### config.mk
export PLATFORM = sky130hd
export DESIGN_NAME = branch_resolve_queue_flat
export DESIGN_NICKNAME = d
export VERILOG_FILES = /design/src/rtl/branch_resolve_queue_pkg.sv /design/src/rtl/branch_resolve_queue_if.sv /design/src/rtl/brq_entry_fifo.sv /design/src/rtl/branch_resolve_queue.sv /design/src/flat_wrapper.sv
export SDC_FILE = /design/constraint.sdc
export NUM_CORES = 1
export LEC_CHECK = 0
export ABC_AREA = 1
export CELL_PAD_IN_SITES_DETAIL_PLACEMENT = 1
export CELL_PAD_IN_SITES_GLOBAL_PLACEMENT = 1
export CORE_MARGIN = 1.5
export CORE_UTILIZATION = 40
export CTS_CLUSTER_SIZE = 24
export DETAILED_ROUTE_END_ITERATION = 12
export PLACE_DENSITY_LB_ADDON = 0.1
export RECOVER_POWER = 50
export SYNTH_ARGS = -nofsm -noshare
export SYNTH_HDL_FRONTEND = slang
export SYNTH_SLANG_ARGS = --single-unit
### constraint.sdc
create_clock -name CLK -period 13.35 [get_ports CLK]
set_clock_uncertainty 0.1 [all_clocks]
set_input_delay 2.0025 -clock CLK [delete_from_list [all_inputs] [get_ports CLK]]
set_output_delay 2.0025 -clock CLK [all_outputs]
set_load 0.02 [all_outputs]
### src/rtl/branch_resolve_queue_pkg.sv
// Shared types for the branch resolve queue: entry and result bundles.
// Exports BRQ_ADDR_W, word_t, brq_entry_t, brq_result_t, next_seq_pc().
package branch_queue_pkg;

  localparam int BRQ_ADDR_W = 32;

  typedef logic [BRQ_ADDR_W-1:0] word_t;

  typedef struct packed {
    word_t pc;
    logic  taken;
    word_t target;
    logic  is_jalr;
  } brq_entry_t;

  typedef struct packed {
    logic  mispredict;
    word_t redirect_pc;
  } brq_result_t;

  // Fall-through PC; wraps modulo the address width.
  function automatic word_t next_seq_pc(word_t pc);
    return pc + word_t'(4);
  endfunction

endpackage

### src/rtl/branch_resolve_queue_if.sv
// Fetch/execute/predictor bus of the branch resolve queue.
// master: fetch+execute side; slave: the queue itself.
interface branch_resolve_queue_if #(
  parameter int ADDR_W = 32
);

  logic              enq_valid;
  logic              enq_ready;
  logic [ADDR_W-1:0] enq_pc;
  logic              enq_taken;
  logic [ADDR_W-1:0] enq_target;
  logic              enq_is_jalr;

  logic              res_valid;
  logic              res_taken;
  logic [ADDR_W-1:0] res_target;
  logic              flush;

  logic              mispredict;
  logic [ADDR_W-1:0] redirect_pc;

  logic              upd_valid;
  logic [ADDR_W-1:0] upd_pc;
  logic              upd_taken;
  logic [ADDR_W-1:0] upd_target;
  logic              upd_is_jalr;

  modport master (
    output enq_valid, enq_pc, enq_taken,
    output enq_target, enq_is_jalr,
    output res_valid, res_taken, res_target,
    output flush,
    input  enq_ready, mispredict, redirect_pc,
    input  upd_valid, upd_pc, upd_taken,
    input  upd_target, upd_is_jalr
  );

  modport slave (
    input  enq_valid, enq_pc, enq_taken,
    input  enq_target, enq_is_jalr,
    input  res_valid, res_taken, res_target,
    input  flush,
    output enq_ready, mispredict, redirect_pc,
    output upd_valid, upd_pc, upd_taken,
    output upd_target, upd_is_jalr
  );

endinterface

### src/rtl/brq_entry_fifo.sv
// DEPTH-entry FIFO of brq_entry_t with push/pop/clear and occupancy.
// Ports: clk, rst, clear, push, din, pop, dout, count, full, empty.
module brq_entry_fifo
  import branch_queue_pkg::*;
#(
  parameter int DEPTH = 4
) (
  input  logic                     clk,
  input  logic                     rst,
  input  logic                     clear,
  input  logic                     push,
  input  brq_entry_t               din,
  input  logic                     pop,
  output brq_entry_t               dout,
  output logic [$clog2(DEPTH):0]   count,
  output logic                     full,
  output logic                     empty
);

  localparam int PW = $clog2(DEPTH);

  typedef logic [PW-1:0] ptr_t;
  typedef logic [PW:0]   cnt_t;

  brq_entry_t mem [DEPTH];
  ptr_t       wr_ptr;
  ptr_t       rd_ptr;
  cnt_t       cnt;

  assign count = cnt;
  assign full  = (cnt == cnt_t'(DEPTH));
  assign empty = (cnt == '0);
  assign dout  = mem[rd_ptr];

  always_ff @(posedge clk) begin
    if (rst || clear) begin
      wr_ptr <= '0;
      rd_ptr <= '0;
      cnt    <= '0;
    end else begin
      if (push) wr_ptr <= wr_ptr + ptr_t'(1);
      if (pop)  rd_ptr <= rd_ptr + ptr_t'(1);
      unique case (1'b1)
        push && !pop: cnt <= cnt + cnt_t'(1);
        pop && !push: cnt <= cnt - cnt_t'(1);
        default: ;
      endcase
    end
  end

  always_ff @(posedge clk) begin
    if (push) mem[wr_ptr] <= din;
  end

endmodule

### src/rtl/branch_resolve_queue.sv
// In-flight prediction tracker: compares resolutions, drives update bus.
// Ports: CLK, RST, bus (slave), count, err_underflow; BRQ_STATS_EN adds stats.
module branch_resolve_queue
  import branch_queue_pkg::*;
#(
  parameter int DEPTH  = 4,
  parameter int ADDR_W = BRQ_ADDR_W
) (
  input  logic                   CLK,
  input  logic                   RST,
  branch_resolve_queue_if.slave  bus,
  output logic [$clog2(DEPTH):0] count,
`ifdef BRQ_STATS_EN
  output logic [31:0]            stat_resolved,
  output logic [31:0]            stat_mispred,
`endif
  output logic                   err_underflow
);

  brq_entry_t  head;
  brq_entry_t  din;
  brq_result_t res;
  logic        full;
  logic        empty;
  logic        pop;
  logic        push;
  logic        clr;

  assign bus.enq_ready = !full;

  // Flush wins over both ports; a mispredict kills the
  // younger wrong-path entries and any same-cycle enqueue.
  assign pop  = bus.res_valid && !empty && !bus.flush;
  assign clr  = bus.flush || res.mispredict;
  assign push = bus.enq_valid && !full && !clr;

  assign din.pc      = bus.enq_pc;
  assign din.taken   = bus.enq_taken;
  assign din.target  = bus.enq_target;
  assign din.is_jalr = bus.enq_is_jalr;

  always_comb begin
    res = '0;
    if (pop) begin
      res.mispredict =
        (head.taken != bus.res_taken) ||
        (bus.res_taken &&
         (head.target != bus.res_target));
      res.redirect_pc = bus.res_taken
                      ? bus.res_target
                      : next_seq_pc(head.pc);
    end
  end

  brq_entry_fifo #(
    .DEPTH (DEPTH)
  ) u_fifo (
    .clk   (CLK),
    .rst   (RST),
    .clear (clr),
    .push  (push),
    .din   (din),
    .pop   (pop),
    .dout  (head),
    .count (count),
    .full  (full),
    .empty (empty)
  );

  always_ff @(posedge CLK) begin
    if (RST) begin
      bus.upd_valid   <= 1'b0;
      bus.upd_pc      <= '0;
      bus.upd_taken   <= 1'b0;
      bus.upd_target  <= '0;
      bus.upd_is_jalr <= 1'b0;
      bus.mispredict  <= 1'b0;
      bus.redirect_pc <= '0;
      err_underflow   <= 1'b0;
    end else begin
      bus.upd_valid  <= pop;
      bus.mispredict <= res.mispredict;
      if (pop) begin
        bus.upd_pc      <= head.pc;
        bus.upd_taken   <= bus.res_taken;
        bus.upd_target  <= bus.res_target;
        bus.upd_is_jalr <= head.is_jalr;
        bus.redirect_pc <= res.redirect_pc;
      end
      if (bus.res_valid && empty)
        err_underflow <= 1'b1;
    end
  end

`ifdef BRQ_STATS_EN
  // Saturating; flush does not clear them.
  always_ff @(posedge CLK) begin
    if (RST) begin
      stat_resolved <= '0;
      stat_mispred  <= '0;
    end else begin
      if (pop && (stat_resolved != '1))
        stat_resolved <= stat_resolved + 32'd1;
      if (res.mispredict && (stat_mispred != '1))
        stat_mispred <= stat_mispred + 32'd1;
    end
  end
`endif

endmodule
### src/flat_wrapper.sv
// flat-port wrapper written by rule: the top's interface ports become plain ports
module branch_resolve_queue_flat import branch_queue_pkg::*;
#(
  parameter int DEPTH  = 4,
  parameter int ADDR_W = BRQ_ADDR_W
)
  (CLK, RST, count, err_underflow, bus_enq_valid, bus_enq_pc, bus_enq_taken, bus_enq_target, bus_enq_is_jalr, bus_res_valid, bus_res_taken, bus_res_target, bus_flush, bus_enq_ready, bus_mispredict, bus_redirect_pc, bus_upd_valid, bus_upd_pc, bus_upd_taken, bus_upd_target, bus_upd_is_jalr);
  branch_resolve_queue_if #(.ADDR_W(ADDR_W)) bus_i ();
  input  logic CLK;
  input  logic RST;
  output logic [$clog2(DEPTH):0] count;
  output logic err_underflow;
  input wire logic [$bits(bus_i.enq_valid)-1:0] bus_enq_valid;
  input wire logic [$bits(bus_i.enq_pc)-1:0] bus_enq_pc;
  input wire logic [$bits(bus_i.enq_taken)-1:0] bus_enq_taken;
  input wire logic [$bits(bus_i.enq_target)-1:0] bus_enq_target;
  input wire logic [$bits(bus_i.enq_is_jalr)-1:0] bus_enq_is_jalr;
  input wire logic [$bits(bus_i.res_valid)-1:0] bus_res_valid;
  input wire logic [$bits(bus_i.res_taken)-1:0] bus_res_taken;
  input wire logic [$bits(bus_i.res_target)-1:0] bus_res_target;
  input wire logic [$bits(bus_i.flush)-1:0] bus_flush;
  output wire logic [$bits(bus_i.enq_ready)-1:0] bus_enq_ready;
  output wire logic [$bits(bus_i.mispredict)-1:0] bus_mispredict;
  output wire logic [$bits(bus_i.redirect_pc)-1:0] bus_redirect_pc;
  output wire logic [$bits(bus_i.upd_valid)-1:0] bus_upd_valid;
  output wire logic [$bits(bus_i.upd_pc)-1:0] bus_upd_pc;
  output wire logic [$bits(bus_i.upd_taken)-1:0] bus_upd_taken;
  output wire logic [$bits(bus_i.upd_target)-1:0] bus_upd_target;
  output wire logic [$bits(bus_i.upd_is_jalr)-1:0] bus_upd_is_jalr;
  assign bus_i.enq_valid = bus_enq_valid;
  assign bus_i.enq_pc = bus_enq_pc;
  assign bus_i.enq_taken = bus_enq_taken;
  assign bus_i.enq_target = bus_enq_target;
  assign bus_i.enq_is_jalr = bus_enq_is_jalr;
  assign bus_i.res_valid = bus_res_valid;
  assign bus_i.res_taken = bus_res_taken;
  assign bus_i.res_target = bus_res_target;
  assign bus_i.flush = bus_flush;
  assign bus_enq_ready = bus_i.enq_ready;
  assign bus_mispredict = bus_i.mispredict;
  assign bus_redirect_pc = bus_i.redirect_pc;
  assign bus_upd_valid = bus_i.upd_valid;
  assign bus_upd_pc = bus_i.upd_pc;
  assign bus_upd_taken = bus_i.upd_taken;
  assign bus_upd_target = bus_i.upd_target;
  assign bus_upd_is_jalr = bus_i.upd_is_jalr;
  branch_resolve_queue #(.DEPTH(DEPTH), .ADDR_W(ADDR_W)) u_core (.CLK(CLK), .RST(RST), .bus(bus_i), .count(count), .err_underflow(err_underflow));
endmodule
==> out/metrics.yaml <==
status: "complete, but fails checks"
violations: "max-capacitance violations, max-slew violations"
wl_met1_um: 22300
rrSetupSlack_ns: 6.01
crit_fanout: 66
syn_to_final_growth_pct: 24.2
max_clock_freq_ghz: 0.115
vias_per_cell: 5.22
start_util_pct: 40.6
via_count: 12100
powerDensity_nw_per_um2: 134
required_ns: 13.60
slew_violations: 161
worst-path-buf-inv: 6
cts_made_buffers: 42
nFillCells: 4273
worstHoldPathCells: 2
crit_type: "primary input to register"
hold_path.startpoint: "u_core.err_underflow$_SDFFE_PP0P_"
synth_edf_count: 264
row_count: 72
top_layer_used: "met4"
die_w_um: 202
drt_iter0_drc: 746
nets: 1878
ys.warnings.count: 0
met2_length_um: 24400
rsz0062_at_grt: "false"
setup_violations: 0
die-area_um2: 40700
drt_first_pass_iters: 5
postCtsHoldBufs: 0
worstMarginPinSlew_ns: 3.51
hold_end: "u_core.err_underflow$_SDFFE_PP0P_"
tns_ns: 0
critPathTopFamily: "buffers and inverters"
die_h_um: 202
grt_pass1_wl_um: 75800
drtAntennaViolNets: 0
maxCapViolations: 3
post_cts.repair.setup_buffers: 0
rr_worst_depth: 10
seq_area_frac_synth_pct: 64.2
final_hold_viol_count: 0
netlist_top_cells_area: "edfxtp_1, dfxtp_1, nand2_1, nand3_1, a21oi_1"
syn_inst: 1577
antenna_found_initial: 4
syn-num-nets: 1688
slowest_stage: "clkbuf_1"
synthTopCellsByCount: "nand2_1, edfxtp_1, nand3_1"
cts_htree_levels: 2
crit_chain: "dlygate4sd3_1 > inv_1 > nor3_4 > clkbuf_1 > inv_2 > clkbuf_1 > nor2_1 > inv_1 > nor2_1 > a221oi_1 > nor2_1"
grt_overflow: 0
wl_met3_um: 2580
grt_pass1_vias: 12400
critical_path.most_common_cell: "nor2_1"
synth_top_area_share_pct: 50.2
irDropWorstVdd_mv: 0.0828
cts-resized-gates: 0
slowest_delay_ns: 2.48
synthFlopType: "edfxtp_1"
yosys.area.top_type: "edfxtp_1"
drive_above_1_share_pct: 7.66
slew_headroom_pct: -134
power_w: 0.00263
grt_max_degree: 80
syn-cell-area_um2: 15800
synthDistinctLibCells: 44
cp-end-kind: "register"
post-route-drc-count: 0
core-area_um2: 38800
wl_per_cell_um: 21.8
cts_root_buf: "clkbuf_16"
clkLatencyLatePin_ns: 0.56
syn_avg_cell_area_um2: 10.0
clock-sinks: 374
hold_path_class: "register to register"
path_clk_slew_ns: 0.06
cp-start-kind: "primary input"
grt_usage_pct: 24.9
place_hpwl_um: 34000
yosysMostFrequentCell: "nand2_1"
routed_wl_um: 50700
min_period_ns: 8.67
cts_buffer_depth: 3
gp_congestion: 0.854
cts_tree: "built"
p_leak_nw: 7.57
numPortBuffers: 208
pin_count: 209
post-route-period-util_pct: 65.0
synth-seq-cells: 374
crit_arrival_ns: 8.92
r2r_end: "u_core.bus.redirect_pc[2]$_SDFFE_PP0P_"
r2r-start: "u_core.u_fifo.count[2]$_SDFFE_PP0P_"
synthArstFlopShare_pct: 0
==> sequential cells by signal, summed over array words and instances (netlist names), named ones only <==
name	cells
u_core.bus.redirect_pc	32
u_core.bus.upd_target	32
u_core.err_underflow	1
u_core.u_fifo.wr_ptr	2
u_core.bus.upd_taken	1
u_core.u_fifo.mem	264
u_core.bus.mispredict	1
u_core.bus.upd_is_jalr	1
u_core.u_fifo.count	3
u_core.bus.upd_pc	32
u_core.u_fifo.rd_ptr	2
u_core.bus.upd_valid	1
==> cell families after synthesis <==
group	after synthesis	synth area share, %
AND/OR/NAND/NOR	752	20.6
flip-flops	374	64.2
AO/OA/AOI/OAI	238	8.14
buffers and inverters	193	5.78
XOR/XNOR	13	0.721
adder cells (fa/ha/maj)	7	0.603
==> final cells by class <==
cell class,instances,area (µm²),area share [%]
multi-input combinational,1010,4770,24.3
timing repair buffer,222,2170,11.1
tap,518,648,3.31
clock buffer,62,1230,6.28
clock inverter,16,188,0.958
sequential,374,10100,51.7
antenna,3,7.51,0.0383
inverter,117,445,2.27
==> per-layer routing <==
metal | vias up | GRT usage [%]
met4 | 0 | 8.90
met2 | 353 | 41.7
met5 | - | 0
met1 | 5958 | 33.0
li1 | 5720 | -
met3 | 93 | 3.69
==> per-stage QoR <==
stage	util, %	cells	instance area, µm²	hold WS [ns]	setup WS, ns
CTS	50.5	2319	19600	0.363	7.68
finish	50.5	2322	19600	0.354	4.68
floorplan	-	1577	15800	0.376	7.24
detailed placement	46.8	2241	18200	0.354	7.08
global route	50.5	2321	19600	0.383	4.12
global placement	46.8	2241	18200	0.341	7.13
==> worst max-delay path by stage <==
stage                                  from                                      to  slack, ns  depth (start not counted)
after floorplan           bus_res_target[3]       u_core.u_fifo.mem[0][0]$_DFFE_PP_       7.24                         12
after global placement        bus_res_taken       u_core.u_fifo.mem[2][3]$_DFFE_PP_       7.13                         12
after detailed placement      bus_res_taken      u_core.u_fifo.mem[0][42]$_DFFE_PP_       7.08                         12
after CTS                     bus_res_taken      u_core.u_fifo.mem[2][23]$_DFFE_PP_       7.68                         12
after global routing          bus_res_valid  u_core.bus.redirect_pc[2]$_SDFFE_PP0P_       4.12                         11
final                         bus_res_valid  u_core.bus.redirect_pc[2]$_SDFFE_PP0P_       4.68                         11
==> power breakdown <==
group | total [W] | switching (W) | internal, W | leakage, nW
Combinational | 0.000171 | 0.000111 | 0.0000601 | 3.60
Sequential | 0.00128 | 0.0000105 | 0.00127 | 3.29
Clock | 0.00119 | 0.000469 | 0.000717 | 0.681
==> worst register-to-register path: stages, from the launching register on <==
cell	delay, ns
dfxtp_1	0.36
nor3_1	0.41
nor3_4	0.04
clkbuf_1	0.96
inv_2	0.26
clkbuf_1	2.48
nor2_1	1.11
inv_1	0.96
nor2_1	0.13
a221oi_1	0.25
nor2_1	0.07
==> cells in the final DEF, fill, tap and decap left out, types with 10 or more instances in the layout <==
cell type and n:
inv_1 103, o21ai_1 22, nand4_1 13, xor2_1 11, clkbuf_16 45, nor2_4 10, edfxtp_1 264, nand2_1 443
dfxtp_1 108, clkdlybuf4s50_1 53, nand3_1 137, o21ai_0 83, a21oi_1 92, buf_4 11, clkbuf_1 16, a31oi_1 11
o211ai_1 13, nand2_2 17, inv_2 11, nor2_1 105, dlygate4sd3_1 154
(Power assumes the default switching activity.)
